### config.mk
export PLATFORM = sky130hd
export DESIGN_NAME = vga_screen_mux
export DESIGN_NICKNAME = d
export VERILOG_FILES = /design/src/rtl/vga_pkg.sv /design/src/rtl/rgb_scale.sv /design/src/rtl/vga_screen_mux.sv
export SDC_FILE = /design/constraint.sdc
export NUM_CORES = 1
export LEC_CHECK = 0
export CELL_PAD_IN_SITES_DETAIL_PLACEMENT = 2
export CELL_PAD_IN_SITES_GLOBAL_PLACEMENT = 2
export CORE_AREA = 5 5 124 126
export DETAILED_ROUTE_END_ITERATION = 7
export DIE_AREA = 0 0 129 131
export PLACE_DENSITY_LB_ADDON = 0.1
export SLEW_MARGIN = 20
export SYNTH_ARGS = -nofsm -noshare
export SYNTH_HDL_FRONTEND = slang
export SYNTH_SLANG_ARGS = --single-unit
### constraint.sdc
create_clock -name pclk -period 4.2 [get_ports pclk]
set_clock_uncertainty 0.1 [all_clocks]
set_input_delay 0.42 -clock pclk [delete_from_list [all_inputs] [get_ports pclk]]
set_output_delay 0.42 -clock pclk [all_outputs]
set_load 0.03 [all_outputs]
### src/rtl/vga_pkg.sv
// Shared VGA types and widths used by the screen mux and its scaler.
package vga_pkg;

  localparam int unsigned RGB_W     = 12;
  localparam int unsigned COUNT_W   = 11;
  localparam int unsigned LEVEL_MAX = 16;
  localparam int unsigned LEVEL_W   = 5;

  typedef enum logic [1:0] {IDLE, PENDING, FADE_OUT, FADE_IN} screen_mux_state_t;

  typedef struct packed {
    logic [COUNT_W-1:0] hcount;
    logic [COUNT_W-1:0] vcount;
    logic               hsync;
    logic               vsync;
    logic               hblnk;
    logic               vblnk;
  } vga_timing_t;

endpackage

### src/rtl/rgb_scale.sv
// Combinational per-component brightness scaler: c_out = (c * level) >> 4.
module rgb_scale
  import vga_pkg::*;
(
  input  logic [RGB_W-1:0]   i_rgb,
  input  logic [LEVEL_W-1:0] i_level,
  output logic [RGB_W-1:0]   o_rgb_c
);

  always_comb begin
    o_rgb_c = '0;
    for (int i = 0; i < 3; i++) begin
      o_rgb_c[4*i +: 4] = 4'((9'(i_rgb[4*i +: 4]) * 9'(i_level)) >> 4);
    end
  end

endmodule

### src/rtl/vga_screen_mux.sv
// Frame-synchronous screen selector with optional fade through black; fixed
// two-cycle latency on pixel and timing outputs.
module vga_screen_mux
  import vga_pkg::*;
#(
  parameter int unsigned N_SCREENS    = 4,
  parameter int unsigned SEL_W        = 2,
  parameter int unsigned RESET_SCREEN = 0,
  parameter bit          FADE_EN      = 1'b1,
  parameter int unsigned FADE_STEP    = 4
) (
  input  logic                       pclk,
  input  logic                       rst,
  input  logic [SEL_W-1:0]           screen_req,
  input  logic                       screen_req_valid,
  input  logic [N_SCREENS*RGB_W-1:0] rgb_in,
  input  logic [COUNT_W-1:0]         hcount_in,
  input  logic [COUNT_W-1:0]         vcount_in,
  input  logic                       hsync_in,
  input  logic                       vsync_in,
  input  logic                       hblnk_in,
  input  logic                       vblnk_in,
  output logic [COUNT_W-1:0]         hcount_out,
  output logic [COUNT_W-1:0]         vcount_out,
  output logic                       hsync_out,
  output logic                       vsync_out,
  output logic                       hblnk_out,
  output logic                       vblnk_out,
  output logic [RGB_W-1:0]           rgb_out,
  output logic [SEL_W-1:0]           screen_active,
  output logic                       switch_busy,
  output logic                       req_error
);

  localparam logic [LEVEL_W:0]   STEP_X  = (LEVEL_W+1)'(FADE_STEP);
  localparam logic [LEVEL_W:0]   MAX_X   = (LEVEL_W+1)'(LEVEL_MAX);
  localparam logic [LEVEL_W-1:0] LVL_MAX = LEVEL_W'(LEVEL_MAX);

  screen_mux_state_t  r_state, w_state_nxt;
  logic [SEL_W-1:0]   r_active, w_active_nxt;
  logic [SEL_W-1:0]   r_target, w_target_nxt;
  logic [LEVEL_W-1:0] r_level, w_level_nxt;
  logic [LEVEL_W-1:0] w_lvl_dn, w_lvl_up;
  logic [LEVEL_W:0]   w_lvl_x, w_lvl_sum;
  logic               r_vblnk_d, w_frame_tick, w_req_ok;
  logic               r_busy, r_req_error;
  vga_timing_t        w_tim_in, r_s1_tim, r_s2_tim;
  logic [RGB_W-1:0]   w_rgb_sel, r_s1_rgb, w_rgb_scaled, r_rgb_out;

  assign w_frame_tick = vblnk_in & ~r_vblnk_d;
  assign w_req_ok     = screen_req_valid && (32'(screen_req) < N_SCREENS);
  assign w_target_nxt = w_req_ok ? screen_req : r_target;

  // Saturating level arithmetic, one bit wider to avoid wrap.
  assign w_lvl_x   = {1'b0, r_level};
  assign w_lvl_sum = w_lvl_x + STEP_X;
  assign w_lvl_dn  = (w_lvl_x > STEP_X) ? LEVEL_W'(w_lvl_x - STEP_X) : '0;
  assign w_lvl_up  = (w_lvl_sum >= MAX_X) ? LVL_MAX : LEVEL_W'(w_lvl_sum);

  always_ff @(posedge pclk or posedge rst) begin
    if (rst) begin
      r_state     <= IDLE;
      r_active    <= SEL_W'(RESET_SCREEN);
      r_target    <= SEL_W'(RESET_SCREEN);
      r_level     <= LVL_MAX;
      r_vblnk_d   <= 1'b0;
      r_busy      <= 1'b0;
      r_req_error <= 1'b0;
    end else begin
      r_state     <= w_state_nxt;
      r_active    <= w_active_nxt;
      r_target    <= w_target_nxt;
      r_level     <= w_level_nxt;
      r_vblnk_d   <= vblnk_in;
      r_busy      <= (w_state_nxt != IDLE);
      r_req_error <= screen_req_valid & ~w_req_ok;
    end
  end

  // Leaving PENDING already takes the first fade step so the fade is symmetric.
  always_comb begin
    w_state_nxt  = r_state;
    w_active_nxt = r_active;
    w_level_nxt  = r_level;
    case (r_state)
      IDLE: begin
        if (w_target_nxt != r_active) w_state_nxt = PENDING;
      end
      PENDING, FADE_OUT: begin
        if (w_frame_tick) begin
          if (!FADE_EN) begin
            w_active_nxt = r_target;
            w_state_nxt  = IDLE;
          end else begin
            w_level_nxt = w_lvl_dn;
            w_state_nxt = FADE_OUT;
            if (w_lvl_dn == '0) begin
              w_active_nxt = r_target;
              w_state_nxt  = FADE_IN;
            end
          end
        end
      end
      FADE_IN: begin
        if (w_frame_tick) begin
          w_level_nxt = w_lvl_up;
          if (w_lvl_up == LVL_MAX) w_state_nxt = (r_target != r_active) ? PENDING : IDLE;
        end
      end
      default: w_state_nxt = IDLE;
    endcase
  end

  always_comb begin
    w_rgb_sel = '0;
    for (int k = 0; k < int'(N_SCREENS); k++) begin
      if (r_active == SEL_W'(k)) w_rgb_sel = rgb_in[k*RGB_W +: RGB_W];
    end
  end

  assign w_tim_in = {hcount_in, vcount_in, hsync_in, vsync_in, hblnk_in, vblnk_in};

  rgb_scale u_rgb_scale (
    .i_rgb   (r_s1_rgb),
    .i_level (r_level),
    .o_rgb_c (w_rgb_scaled)
  );

  // Stage 1 selects, stage 2 scales and blanks.
  always_ff @(posedge pclk or posedge rst) begin
    if (rst) begin
      r_s1_tim  <= '0;
      r_s1_rgb  <= '0;
      r_s2_tim  <= '0;
      r_rgb_out <= '0;
    end else begin
      r_s1_tim  <= w_tim_in;
      r_s1_rgb  <= w_rgb_sel;
      r_s2_tim  <= r_s1_tim;
      r_rgb_out <= (r_s1_tim.hblnk | r_s1_tim.vblnk) ? '0 : w_rgb_scaled;
    end
  end

  assign hcount_out    = r_s2_tim.hcount;
  assign vcount_out    = r_s2_tim.vcount;
  assign hsync_out     = r_s2_tim.hsync;
  assign vsync_out     = r_s2_tim.vsync;
  assign hblnk_out     = r_s2_tim.hblnk;
  assign vblnk_out     = r_s2_tim.vblnk;
  assign rgb_out       = r_rgb_out;
  assign screen_active = r_active;
  assign switch_busy   = r_busy;
  assign req_error     = r_req_error;

endmodule

==> flow_summary.toml <==
[layout]
final_util_pct = 42.9
register_area_um2 = 2200
fillers = 1473
multiInputGateArea_um2 = 2060
drive_gt1_share_pct = 9.62
area_growth_pct = 37.4
nets = 589
final_cell_count_no_fill = 652
n_antenna_cell = 0

[yosys]
ys_warn_count = 0
synthesis.area_um2 = 4430
async_flop_share_pct = 100
avgSynthCellArea_um2 = 12.9
yosysTopAreaCellShare_pct = 49.1
syn_inst = 344
ys.flop_type = "dfrtp_1"
synth_edf_count = 0
ys_seq_area_share_pct = 49.7
synth_commonest_cells = "dfrtp_1, and2_1, ha_1, inv_1, nand2_1"
yosysTopAreaCell = "dfrtp_1"
syn_nets = 470
synth-seq-cells = 88
synthDistinctLibCells = 46
synth.area.top_cells = "dfrtp_1, ha_1, fa_1"
yosysMostFrequentCell = "dfrtp_1"

[die]
rows = 44
coreArea_um2 = 14200
die-area_um2 = 16900
ios = 121
die_h_um = 131
die_w_um = 129
start_util_pct = 31.2

[route]
vias_per_cell = 4.60
vias = 2997
first_pass_iters = 4
drt_iter0_markers = 78
route.detailed.drc = 0
ant_nets = 0
wirelength_mm = 10.9
wl_per_cell_um = 16.7

[power_and_ir_drop]
power_density_nw_per_um2 = 569
leakage_nw = 2.75
ir_worst_vdd_mv = 0.214

[placed_design]
place_congestion = 0.733
place.port_buffers = 119
pre_cts_slack_ps = 575
place_inst = 636
dpl.hpwl_mm = 8.58

[clock_tree]
clock-sinks = 88
hold_buffers = 0
root_buffer = "clkbuf_16"
cts_setup_buffers = 0
clkTransAtPathRegs_ps = 70
clk_latency_ps = 350
cts_buffers = 9
htreeDepth = 3
cts_resized = 0
cts_tree = "done"
clock_tree.buffer_depth = 2

[grt]
antenna_found_initial = 0
grt_use_met3_pct = 3.37
grt_overflow = 0
grt_pass1_vias = 3440
grt_usage_pct = 13.7
top_usage_layer = "met2"
grt_max_degree = 49
grt_use_met1_pct = 16.5
met2_usage_pct = 23.7
grt_pass1_wl_mm = 17.7

[timing]
setup_ws_ps = 595
clock.fmax_mhz = 277
rsz0062_at_grt = "false"
drv_slew = 0
hold_viol = 0
timing.hold.ws_ps = 203
setup-violations-final = 0
tightest_slew_ps = 913
fin_crit_sh_pct = 85.8
tns_ps = 0
min_period_ps = 3600
relSlewSlack_pct = 39.2

[setup_path]
cp_cell_sequence = "and2_1, fa_1, inv_1, fa_1, inv_1, ha_1, and3_1, a221o_1, a21oi_1, xor2_1, nor2_1"
crit_path_end_kind = "flip-flop"
worstPathArrival_ps = 3730
slowest_stage = "dfrtp_1"
cp.required_ps = 4320
path_buf_inv = 2
critPathMaxFanout = 18
cpPeakStageDelay_ps = 620
critical_path_class = "flip-flop to flip-flop"
cp_top_family = "adder cells"
worst_setup_path_start_kind = "flip-flop"

[run_status]
status = "complete, no violations"

[worst_hold_path]
hp-class = "primary input to async pin"

[job]
maxCapViolations = 0
[worst reg2reg max path: stages (launching register included)]
cell and delay, ps:
dfrtp_1 620, and2_1 280, fa_1 530, inv_1 50, fa_1 530, inv_1 40
ha_1 320, and3_1 190, a221o_1 370, a21oi_1 220, xor2_1 170, nor2_1 60
[state kept, by name (all words and copies together) (netlist names)]
name,count
r_s1_tim,26
r_s1_rgb,12
rgb_out,12
hcount_out,11
vcount_out,11
r_level,5
r_state,2
r_target,2
screen_active,2
hblnk_out,1
hsync_out,1
switch_busy,1
vblnk_out,1
vsync_out,1
[report_power, final]
group	switching [mW]	leakage, nW	total (mW)	internal (mW)
logic	0.702	1.55	1.43	0.725
registers	0.255	1.06	1.26	1.00
clock network	0.361	0.138	0.777	0.416
[area by class of cell]
class / count / share of cell area, %
Clock inverter: 6 / 0.925
Clock buffer: 10 / 3.76
Sequential cell: 88 / 36.2
Inverter: 23 / 1.44
Multi-Input combinational cell: 218 / 33.8
Tap cell: 184 / 3.78
Timing Repair Buffer: 123 / 20.1
[layer usage]
metal | wire [µm] | part of all wire, %
met5 | 0 | 0
met4 | 192 | 1.8
met3 | 575 | 5.3
met2 | 5520 | 51
met1 | 4580 | 42
[cells in the final DEF (no fill, tap or decap), types with 3 or more instances in the layout]
| cell type | synthesis | layout |
|---|---|---|
| fa_1 | 15 | 15 |
| inv_6 | 0 | 3 |
| a21o_1 | 4 | 4 |
| a31oi_1 | 7 | 7 |
| nand2_1 | 22 | 22 |
| a21oi_1 | 4 | 4 |
| o21ai_0 | 7 | 7 |
| and3_1 | 4 | 4 |
| buf_4 | 2 | 4 |
| xnor2_1 | 14 | 14 |
| and4_1 | 3 | 3 |
| ha_1 | 32 | 32 |
| dfrtp_1 | 87 | 87 |
| clkbuf_16 | 0 | 9 |
| inv_1 | 22 | 21 |
| mux4_2 | 12 | 12 |
| xor2_1 | 8 | 8 |
| a221o_1 | 3 | 3 |
| nor2_1 | 17 | 17 |
| clkdlybuf4s50_1 | 0 | 119 |
| and2_1 | 38 | 38 |
| nor3_1 | 3 | 3 |
[logic make-up (layout without fill, tap and decap cells)]
family	after synthesis	after routing	share of synthesized area (%)
mux	18	18	7.74
buf+inv	38	162	3.78
compound gates	34	34	6.21
fa+ha+maj	47	47	15.8
flops	88	88	49.7
other cells	1	1	0.0846
xor+xnor	23	23	4.72
simple gates	95	95	11.9
[metrics by stage]
stage               total power [mW]  cell area, µm²
floorplan                       2.26            4430
global placement                2.68            5800
detailed placement              2.74            5800
CTS                             3.55            6090
global route                    3.75            6090
finish                          3.46            6090
[final timing paths]
path                                     end  depth (start not counted)  slack (ps)        start
worst max-delay path              rgb_out[2]                         11         600   r_level[1]
worst min-delay path            r_s1_tim[21]                          2         200          rst
worst max register to register    rgb_out[2]                         11         600   r_level[1]
worst min register to register     hsync_out                          0         250  r_s1_tim[3]
max in group asynchronous         r_level[0]                          3        2940          rst
min in group pclk                  hsync_out                          0         250  r_s1_tim[3]
Power figures use the tool's default switching activity.
